==> src/rtl/yuv_pkg.sv <==
// Shared encodings for the YUV420 frame packer: plane codes, FSM states, default geometry.
package yuv_pkg;
  localparam int DEF_WIDTH  = 1280;
  localparam int DEF_HEIGHT = 720;

  localparam logic [1:0] PLANE_Y    = 2'd0;
  localparam logic [1:0] PLANE_U    = 2'd1;
  localparam logic [1:0] PLANE_V    = 2'd2;
  localparam logic [1:0] PLANE_NONE = 2'd3;

  typedef enum logic [2:0] {
    ST_IDLE    = 3'd0,
    ST_PLANE_Y = 3'd1,
    ST_PLANE_U = 3'd2,
    ST_PLANE_V = 3'd3,
    ST_DONE    = 3'd4
  } state_t;

  function automatic logic [1:0] plane_of(input state_t s);
    case (s)
      ST_PLANE_Y: plane_of = PLANE_Y;
      ST_PLANE_U: plane_of = PLANE_U;
      ST_PLANE_V: plane_of = PLANE_V;
      default:    plane_of = PLANE_NONE;
    endcase
  endfunction

  function automatic logic in_plane(input state_t s);
    in_plane = (s == ST_PLANE_Y) || (s == ST_PLANE_U) || (s == ST_PLANE_V);
  endfunction
endpackage

==> src/rtl/yuv_byte_packer.sv <==
// Assembles accepted bytes MSB-first into 32-bit words; word_valid marks the 4th byte (combinational).
module yuv_byte_packer (
  input  logic        clk,
  input  logic        rst_n,
  input  logic        clr,
  input  logic        in_vld,
  input  logic [7:0]  in_dat,
  output logic [31:0] word,
  output logic        word_valid
);
  logic [1:0]  lane;
  logic [23:0] acc;

  // The 4th byte completes the word directly from the input, so no extra cycle is spent.
  assign word_valid = in_vld && (lane == 2'd3);
  assign word       = {acc, in_dat};

  always_ff @(posedge clk or negedge rst_n) begin
    if (!rst_n) begin
      lane <= 2'd0;
      acc  <= 24'd0;
    end else if (clr) begin
      lane <= 2'd0;
      acc  <= 24'd0;
    end else if (in_vld) begin
      lane <= lane + 2'd1;
      acc  <= {acc[15:0], in_dat};
    end
  end
endmodule

==> src/rtl/yuv_frame_packer.sv <==
// Packs one planar YUV420 byte frame into 32-bit BRAM words, Y then U then V, one word per address.
// Optional YUV_PACK_CHECKSUM_EN adds a wrapping 32-bit sum of all written words on port checksum.
module yuv_frame_packer
  import yuv_pkg::*;
#(
  parameter int WIDTH  = DEF_WIDTH,
  parameter int HEIGHT = DEF_HEIGHT,
  parameter int ADDR_W = 25
) (
  input  logic              clk,
  input  logic              rst_n,
  input  logic              start,
  input  logic              pix_valid,
  input  logic [7:0]        pix_data,
  output logic              pix_ready,
  output logic              wr_en,
  output logic [ADDR_W-1:0] wr_addr,
  output logic [31:0]       wr_data,
  output logic [1:0]        plane,
  output logic              busy,
  output logic              frame_done
`ifdef YUV_PACK_CHECKSUM_EN
  , output logic [31:0]     checksum
`endif
);
  localparam int Y_WORDS     = WIDTH * HEIGHT / 4;
  localparam int C_WORDS     = WIDTH * HEIGHT / 16;
  localparam int FRAME_WORDS = Y_WORDS + 2 * C_WORDS;

  localparam logic [ADDR_W-1:0] Y_LAST = ADDR_W'(Y_WORDS - 1);
  localparam logic [ADDR_W-1:0] U_LAST = ADDR_W'(Y_WORDS + C_WORDS - 1);
  localparam logic [ADDR_W-1:0] V_LAST = ADDR_W'(FRAME_WORDS - 1);

  state_t            state, state_nxt;
  logic [ADDR_W-1:0] word_cnt;
  logic [31:0]       word;
  logic              word_valid;
  logic              accept;
  logic              arm;

  // pix_ready is a register, so accept never loops back through pix_valid.
  assign accept = pix_valid && pix_ready;
  assign arm    = (state == ST_IDLE) && start;

  yuv_byte_packer u_packer (
    .clk        (clk),
    .rst_n      (rst_n),
    .clr        (arm),
    .in_vld     (accept),
    .in_dat     (pix_data),
    .word       (word),
    .word_valid (word_valid)
  );

  always_comb begin
    state_nxt = state;
    case (state)
      ST_IDLE:    if (start) state_nxt = ST_PLANE_Y;
      ST_PLANE_Y: if (word_valid && word_cnt == Y_LAST) state_nxt = ST_PLANE_U;
      ST_PLANE_U: if (word_valid && word_cnt == U_LAST) state_nxt = ST_PLANE_V;
      ST_PLANE_V: if (word_valid && word_cnt == V_LAST) state_nxt = ST_DONE;
      ST_DONE:    state_nxt = ST_IDLE;
      default:    state_nxt = ST_IDLE;
    endcase
  end

  always_ff @(posedge clk or negedge rst_n) begin
    if (!rst_n) begin
      state      <= ST_IDLE;
      plane      <= PLANE_NONE;
      busy       <= 1'b0;
      pix_ready  <= 1'b0;
      wr_en      <= 1'b0;
      wr_addr    <= '0;
      wr_data    <= 32'd0;
      frame_done <= 1'b0;
      word_cnt   <= '0;
`ifdef YUV_PACK_CHECKSUM_EN
      checksum   <= 32'd0;
`endif
    end else begin
      state      <= state_nxt;
      plane      <= plane_of(state_nxt);
      busy       <= in_plane(state_nxt);
      pix_ready  <= in_plane(state_nxt);
      wr_en      <= word_valid;
      frame_done <= word_valid && (state == ST_PLANE_V) && (word_cnt == V_LAST);
      if (arm) begin
        word_cnt <= '0;
`ifdef YUV_PACK_CHECKSUM_EN
        checksum <= 32'd0;
`endif
      end else if (word_valid) begin
        wr_addr  <= word_cnt;
        wr_data  <= word;
        word_cnt <= word_cnt + 1'b1;
`ifdef YUV_PACK_CHECKSUM_EN
        checksum <= checksum + word;
`endif
      end
    end
  end
endmodule

==> config.mk <==
export PLATFORM = sky130hd
export DESIGN_NAME = yuv_frame_packer
export DESIGN_NICKNAME = d
export VERILOG_FILES = /design/src/rtl/yuv_pkg.sv /design/src/rtl/yuv_byte_packer.sv /design/src/rtl/yuv_frame_packer.sv
export SDC_FILE = /design/constraint.sdc
export NUM_CORES = 1
export LEC_CHECK = 0
export ABC_AREA = 1
export ABC_CLOCK_PERIOD_IN_PS = 2000
export CAP_MARGIN = 20
export CORE_AREA = 2 2 123 125
export CTS_CLUSTER_SIZE = 24
export DETAILED_ROUTE_END_ITERATION = 16
export DIE_AREA = 0 0 125 127
export SYNTH_ARGS = -nofsm -noshare
export SYNTH_HDL_FRONTEND = slang
export SYNTH_SLANG_ARGS = --single-unit
==> constraint.sdc <==
create_clock -name clk -period 2 [get_ports clk]
set_clock_uncertainty 0.2 [all_clocks]
set_input_delay 0.6 -clock clk [delete_from_list [all_inputs] [get_ports clk]]
set_output_delay 0.6 -clock clk [all_outputs]
set_load 0.02 [all_outputs]
# After elaboration in Yosys (flattened, before gate mapping)
# Index checks and enable logic that the tools add are counted.
# classes
addsub	2
eq_ne	10
n_mux	12
bitwise_logic	1
n_reduce_logical	14
# ops
cell	count
== test 25 x 19 -> 1 bit (second input constant)	2
2-to-1 mux 25 bit	2
2-to-1 mux 24 bit	2
adder 25 x 1 -> 25 bit (second input constant)	1
== test 25 x 18 -> 1 bit (second input constant)	1
== test 3 x 2 -> 1 bit (second input constant)	4
2-to-1 mux 3 bit	4
one-hot mux 3 bit (4 select lines)	1
logical AND 1 bit	8
== test 3 x 1 -> 1 bit (second input constant)	2
one-hot mux 2 bit (3 select lines)	1
2-to-1 mux 2 bit	2
nonzero test 2 bit	2
zero test 3 bit	1
adder 2 x 1 -> 2 bit (second input constant)	1
== test 2 bit (second input constant)	1
logical OR 1 bit	2
AND reduction 2 bit	1
inverter 1 bit	1
# word_totals
reg_bits	116
out_inout_bits	63
wordCells	49

# Depth between registers and ports, before layout
# logic_depth
ltp_word	8
ltp_mapped	12

# Cells and area by module
# Synthesis repeated with hierarchy kept, for this count alone.
# hier_totals
hier_cells	647
area_unflattened_um2	5390.2
# by_module_without_submodules
module	n_inst	cells_each	area_each_um2	seq_area_each_um2
yuv_frame_packer	1	522	4125.2	2254.7
yuv_byte_packer	1	125	1265.0	650.6

# Worst setup path before layout
# No wires, ideal clock.
# synth_path
path_type	input to register
startpoint	input pix_valid
endpoint	register wr_addr[1]
setup_ns	0.130
t_arrival_ns	1.376
path_slack_ns	0.294
cell_stages	7
path_cell_list	nand2_2 > nor2_8 > nand2_1 > buf_2 > buf_2 > nand2_1 > o21ai_1
# synth_via
elab_chain_cells	3
# synth_lines
element	line	text
start: declaration	yuv_frame_packer.sv:13	input logic pix_valid,
logical AND 1 bit	yuv_frame_packer.sv:42	assign accept = pix_valid && pix_ready;
logical AND 1 bit	yuv_byte_packer.sv:15	assign word_valid = in_vld && (lane == 2'd3);
via u_packer.word_valid	yuv_byte_packer.sv:9	output logic word_valid
AND reduction 2 bit (no source line)	n/a	
end signal: assignment	yuv_frame_packer.sv:94	wr_addr <= word_cnt;
end: declaration	yuv_frame_packer.sv:17	output logic [ADDR_W-1:0] wr_addr,
# The timed path passes the listed nets, and every way through them passes these cells.
# A chain may end at the register's enable or synchronous reset.

# Final worst setup path
# layout_path
startpoint	register plane[0]
endpoint	output plane[0]
# layout_rtl
element	line	text
start: declaration	yuv_frame_packer.sv:19	output logic [1:0] plane,
start signal: assignment	yuv_frame_packer.sv:83	plane <= plane_of(state_nxt);
# No word-level cell between the ends.

==> out/metrics.cfg <==
[synth]
ys_seq_area_frac=0.569
synthArstFlopShare=1.00
yosys_warnings=0
netlist_area_um2=5100
avgSynthCellArea_um2=8.29
ys_types=32
synth_nets=630
ys.flop_type=dfrtp_1
synth-edff-count=0
netlist_instances=616
ys_seq_elements=116

[critical_path]
slowest_delay_ns=0.51
crit_arrival_ns=1.17
required_ns=1.20
end_kind=output port
reg2reg_depth=11
rrSetupSlack_ns=0.14
critPathBufInv=1
critPathMaxFanout=1
start_kind=register
r2r_start=word_cnt[1]
cpLargestDelayFamily=flip-flops
path_class=register to output port
cp_cell_sequence=clkdlybuf4s15_2
crit_slowest_cell=dfstp_2
r2r-end=word_cnt[24]

[clocking]
cts-root-buf=clkbuf_16
htree_levels=4
tritoncts=yes
insertion_delay_ns=0.41
cts_buffer_depth=2
clock-sinks=116
clk_pin_slew_ns=0.05
cts_buffers=17

[routing]
viasPerCell=4.67
first_iter_violations=283
drc=0
first_pass_iters=4
routedWlPerCell_um=13.7
routed_wl_mm=12.5
vias=4281
final_antenna_net_count=0

[grt]
grt_max_degree=51
first_global_vias=4365
grt.overflow.total=0
grt_first_pass_wirelength_mm=20.9
antenna_found_initial=0
track_usage=0.164

[timing]
min_period_ns=1.97
worst_pin_slew_ns=0.451
drv_slew=0
max_slew_margin=0.699
max_freq_mhz=509
hold_viol=0
hold_ws_ns=0.279
finalCritPeriodShare=0.983
setup_violations=0
rsz0062_at_grt=false

[floorplan]
rows=44
die-height_um=127
fp.dieW_um=125
die_area_um2=15900
core_um2=14400
ios=75
start_util=0.354

[pwr]
fin_total_pwr_w=0.00936
p_leak_nw=3.53
power_density_nw_per_um2=1360
ir_drop_uv=683

[final_layout]
drive_gt1_frac=0.117
n_antenna_cell=0
fin_nets=734
area_growth_pct=34.7
nFillCells=1404
layout_commonest_cell=nand2_1
mostFrequentLayoutCells=nand2_1 (156), dfrtp_1 (114), inv_1 (89)

[hold_path]
hold_start=wr_addr[6]
min_path_type=register to register
holdPathEnd=wr_addr[6]
min_path_cells=2

[place]
dp_hpwl_mm=9.13
io_buffers=74
gp_congestion=0.879

[flow_run]
drv_cap=0

[status]
run_status=finished clean

==> power breakdown <==
part           total [W]  switching, W  internal, W
registers        0.00337      0.000369      0.00300
logic            0.00279       0.00172      0.00108
clock network    0.00319       0.00108      0.00211
total            0.00936       0.00316      0.00619
==> final cells by class <==
| cell class | instances | area (um^2) | area share |
|---|---|---|---|
| clock buffer | 20 | 447 | 0.0649 |
| multi-input combinational | 383 | 1760 | 0.255 |
| clock inverter | 12 | 180 | 0.0262 |
| timing repair buffer | 108 | 1010 | 0.146 |
| tap | 184 | 230 | 0.0335 |
| inverter | 94 | 353 | 0.0513 |
| sequential | 116 | 2910 | 0.422 |
==> per-stage QoR <==
stage,std cells,util,setup TNS (ns),instance area (um^2),setup WS [ns]
final,917,0.477,0,6880,0.0335
after global placement,882,0.436,-25.96,6290,-0.311
after global routing,917,0.477,0,6880,0.00223
after floorplan,616,-,0,5100,0.294
after detailed placement,882,0.436,-28.19,6290,-0.339
after CTS,915,0.475,0,6850,0.00437
==> synthesized netlist by cell type, types with 5 or more instances <==
cell type	instances	area (um^2)
nor3_1	15	75.1
o21ai_0	34	170
o21ai_1	44	220
inv_1	89	334
dfrtp_1	114	2850
nand2_1	157	589
nor2_1	56	210
a21oi_1	32	160
clkbuf_1	6	22.5
nor2_2	5	31.3
buf_2	16	80.1
nand3_1	16	80.1
==> state kept, by name, summed over array words and instances (netlist names) <==
register       flops
busy               1
frame_done         1
plane              2
state              3
u_packer.acc      24
u_packer.lane      2
word_cnt          25
wr_addr           25
wr_data           32
wr_en              1
==> repair_timing <==
action | CTS | global route
resized for setup | 67 | 5
hold buffers | 1 | 0
pin swaps | 0 | 1
hold endpoints to repair | 18 | 0
setup buffers | 0 | 2
setup endpoints to repair | 63 | 9
==> cell families after synthesis <==
group                    share of synthesized area
AO/OA/AOI/OAI                                0.120
XOR/XNOR                                   0.00172
adder cells (fa/ha/maj)                    0.00490
buffers and inverters                       0.0907
flip-flops                                   0.569
AND/OR/NAND/NOR                              0.214
==> worst max path at each step <==
stage                           start  depth (start not counted)     endpoint
after CTS                    plane[1]                          1     plane[1]
final                        plane[0]                          1     plane[0]
after global placement      pix_valid                          9     plane[0]
after floorplan             pix_valid                          7   wr_addr[1]
after detailed placement    pix_valid                          8  wr_data[10]
after global routing      wr_data[14]                          1  wr_data[14]
==> per-layer routing <==
| layer | GRT usage | vias up | routed length (um) |
|---|---|---|---|
| li1 | - | 2136 | - |
| met1 | 0.210 | 2022 | 5860 |
| met2 | 0.262 | 107 | 5730 |
| met3 | 0.0561 | 16 | 773 |
| met4 | 0.0549 | 0 | 160 |
| met5 | 0 | - | 0 |
Note: power is estimated with default switching activity, not from simulation.
==> RTL change 1: new RTL, same flow settings <==
Build with the macro `YUV_PACK_CHECKSUM_EN` defined.
--- a/src/rtl/yuv_frame_packer.sv
+++ b/src/rtl/yuv_frame_packer.sv
@@ -1,5 +1,7 @@
 // Packs one planar YUV420 byte frame into 32-bit BRAM words, Y then U then V, one word per address.
 // Optional YUV_PACK_CHECKSUM_EN adds a wrapping 32-bit sum of all written words on port checksum.
+`define YUV_PACK_CHECKSUM_EN
+
 module yuv_frame_packer
   import yuv_pkg::*;
 #(
Behaviour (old outputs only; new: checksum): unchanged (equiv_simple and equiv_induct, registers matched by name and starting in step).
==> RTL change 1 against the unedited design <==
- the run now ends with setup timing left
- largest power group is now combinational cells
- cell count increased by 84%
- global-route usage increased by 20 points
- first-iteration DRC count rose to 4.5 times the old value
- wire length increased to 2.6 times the old value
- combinational power rose to 3.9 times the old value
- area after synthesis rose by 70%
- sequential cell count increased by 32
- sequential share of layout area decreased by 13 points
- core utilization rose by 40 points
- total power grew 100%
- count of clock-buffer cells in the layout decreased by 3
- via count increased by 130%
- design area grew 83%
- worst setup slack lost 0.16 ns
==> RTL change 1: results (changes against the unedited design) <==
metric	value	unit	change
CTS resizes	244		+260%
Max FO, Critical Path	4		+3
post-CTS setup buffers	9		+9
overall routing resource usage	36.1	%	+20 points
crit-path max cell delay	0.37	ns	-0.14 ns
hold path start	wr_data[6]		
clk pwr	0.00347	W	+8.8%
sequential cell area share	29.5	%	-13 points
Peak supply drop	1.08	mV	+59%
clk slew on worst S/H paths	0.07	ns	+0.02 ns
port bufs	106		+43%
Final WS setup	-0.126	ns	-0.160 ns
Clk Latency, worst-skew pair	0.44	ns	+0.03 ns
Crit path max-delay family	simple AND/OR/NAND/NOR gates		
initial antenna violation count	1		+1
Int Pwr	0.0102	W	+65%
Seq cells	148		+28%
Critical Path Sink	checksum[28]		
Setup crit start	pix_data[0]		
gpl congestion	0.958		+9.0%
failing checks	setup timing		
Hold Slack	0.276	ns	-0.00338 ns
global-route wire length before repair	45300	um	+120%
routed wl met3	3230	um	+320%
vias in the first global route	9099		+110%
P_sw	0.00893	W	+180%
WHS Endpoint	wr_data[6]		
Largest regs	checksum (32), wr_data (32)		
#MultiIn Comb	840		+120%
WL met2	15000	um	+160%
worst reg2reg startpoint	checksum[0]		
placed wire-length estimate	19800	um	+120%
Main power group	combinational cells		
nets	1539		+110%
M1 WL	12200	um	+110%
worst-margin pin slew	0.520	ns	+0.0694 ns
Non-clock inverters	219		+130%
Syn Nets	1284		+100%
drt initial violations	1283		+350%
fraction of area in multi-input gates	39.3	%	+14 points
r2r setup slk	-0.12	ns	-0.26 ns
Seq/Total Area, Yosys	42.7	%	-14 points
Initial DRT Pass Iterations	6		+2
setup violators final	23		+23
Signal buffers	267		+150%
Fill cells	823		-41%
vias post-DR	9901		+130%
status	finished, violations left		
wire per inst	19.0	um	+39%
P_seq	0.00489	W	+45%
## RTL change 1: cell types whose count changed in the layout (fill, tap and decap cells not counted), moves of 40 or more
cell     before  now
o21ai_0      34   83
inv_1        89  196
nand2_1     156  336
nand2_2       3   54
nand3_1      16   56
buf_4        27  138
## RTL change 1: logic make-up after synthesis
family / synth area share (%)
DFF: 42.7
xor gates and xnor gates: 0.605
buffers and inverters: 11.2
AOI/OAI and AO/OA: 10.3
adders and majority gates: 4.98
and+or+nand+nor: 30.3
## RTL change 1: metrics by stage
step,setup TNS (ns),instances,cell area [um^2],util (%)
final,-0.907,1690,12600,87.3
after global routing,-2.78,1690,12600,87.3
after CTS,-0.205,1673,11900,82.5
after detailed placement,-65.03,1630,11000,76.6
after global placement,-60.95,1630,11000,76.6
after floorplan,-0.321,1238,8780,-
## RTL change 1: per-layer routing
metal	vias up	GRT usage (%)
met5	-	0
met4	0	12.7
met3	162	8.92
met2	702	58.5
met1	4647	47.8
li1	4390	-
==> RTL change 2: new RTL, config.mk and constraints unchanged <==
Made on the original files. Compare `word_cnt` against `V_LAST` with >= in place of ==.
--- a/src/rtl/yuv_frame_packer.sv
+++ b/src/rtl/yuv_frame_packer.sv
@@ -58,7 +58,7 @@
       ST_IDLE:    if (start) state_nxt = ST_PLANE_Y;
       ST_PLANE_Y: if (word_valid && word_cnt == Y_LAST) state_nxt = ST_PLANE_U;
       ST_PLANE_U: if (word_valid && word_cnt == U_LAST) state_nxt = ST_PLANE_V;
-      ST_PLANE_V: if (word_valid && word_cnt == V_LAST) state_nxt = ST_DONE;
+      ST_PLANE_V: if (word_valid && word_cnt >= V_LAST) state_nxt = ST_DONE;
       ST_DONE:    state_nxt = ST_IDLE;
       default:    state_nxt = ST_IDLE;
     endcase
Check against the original RTL: no difference found for any inputs over 10 cycles, from zero or initial values and one cycle with rst_n low; that may be too few to reach the edited logic, so the function may still have changed.
==> RTL change 2 against the unedited design <==
- design area grew 4.6%
- area after synthesis rose by 4.1%
- total power up 7.1%
- largest power group unchanged
- sequential cell count did not move
- sequential share of layout area down 1.9 points
- via count grew 6.7%
- worst setup slack gained 0.012 ns
- wire length is 13% higher
- first-iteration DRC count fell by 36%
==> RTL change 2: results (changes against the unedited design) <==
metric	value	unit	change
status	completed		
WP data arrival	1.15	ns	-0.02 ns
Synth Area in Compound Gates	12.8	%	+0.85 points
worst-margin pin slew	0.447	ns	-0.00396 ns
Peak supply drop	0.799	mV	+17%
Initial DRT Pass Iterations	4		unchanged
nets	755		+2.9%
Adder-Cell Fraction of Synth Area	0.471	%	-0.019 points
Hold Slack	0.276	ns	-0.00271 ns
post-CTS setup buffers	0		unchanged
Max FO, Critical Path	2		+1
synth unique cells	41		+28%
Synth Area in XOR/XNOR	0.824	%	+0.65 points
Reg-to-Reg End	state[0]		
M1 WL	6130	um	+4.6%
Setup crit start	wr_data[24]		
WL met2	6610	um	+15%
Syn Nets	647		+2.7%
CP max stage cell	dfrtp_1		
met1 Resource Use GR	22.7	%	+1.7 points
fin cells	938		+2.3%
Critical Path Sink	wr_data[24]		
CTS resizes	70		+4.5%
overall routing resource usage	18.7	%	+2.3 points
gpl congestion	0.910		+3.5%
Seq/Total Area, Yosys	54.7	%	-2.2 points
met2 usage	29.9	%	+3.7 points
drt total wl	14100	um	+13%
routed wl met3	887	um	+15%
vias post-DR	4568		+6.7%
WHS Endpoint	wr_addr[5]		
mean post-synth cell area	8.39	um^2	+1.3%
r2r setup slk	0.06	ns	-0.08 ns
P_leak	3.58	nW	+1.2%
layout cell share with drive strength beyond 1	17.4	%	+5.6 points
drt initial violations	180		-36%
Worst Reg-to-Reg Cells	9		-2
most frequent cells after synthesis	nand2_1 (123), dfrtp_1 (114), inv_1 (88)		
worst reg2reg startpoint	word_cnt[17]		
Clock power frac	31.3	%	-2.8 points
post-placement cell count	901		+2.2%
top layer reached by signal wires	met4		
crit-path max cell delay	0.39	ns	-0.12 ns
Fill cells	1414		+0.71%
sequential group share of total power	35.9	%	about the same
global-route wire length before repair	23300	um	+11%
H-Tree Depth	4		unchanged
hold path start	wr_addr[5]		
M3 GR Usage	6.11	%	+0.50 points
placed wire-length estimate	10000	um	+9.8%
yosys warns	0		unchanged
Int Pwr	0.00641	W	+3.5%
Synth area leaders	dfrtp_1 (54%), nand2_1 (8.7%), o21ai_0 (7.1%)		
[RTL change 2: changes by cell type after synthesis, moves of 3 or more]
cell	before	now
clkbuf_1	6	10
o21ai_0	34	75
nand3_1	16	24
inv_2	4	8
a21oi_1	32	36
buf_2	16	9
nand2_1	157	123
o21ai_1	44	2
buf_1	0	3
nor2_1	56	60
xor2_1	1	4
nand2_2	3	9
buf_4	1	5
nor2_4	0	4
[RTL change 2: metrics by stage]
stage	area (um^2)	setup TNS (ns)	setup WS (ns)	power, W
after floorplan	5310	0	0.268	0.00554
after global placement	6500	-35.18	-0.421	0.00717
after detailed placement	6500	-39.10	-0.438	0.00724
after CTS	7070	0	0.000114	0.0101
after global routing	7200	-0.0749	-0.0371	0.0107
final	7200	0	0.0460	0.0100
[RTL change 2: cell type report]
class	instances	share of cell area [%]
Tap cell	184	3.20
Inverter	97	5.15
Timing Repair inverter	1	0.104
Multi-Input combinational cell	393	28.1
Clock buffer	18	6.10
Clock inverter	14	2.47
Timing Repair Buffer	115	14.5
Sequential cell	116	40.4
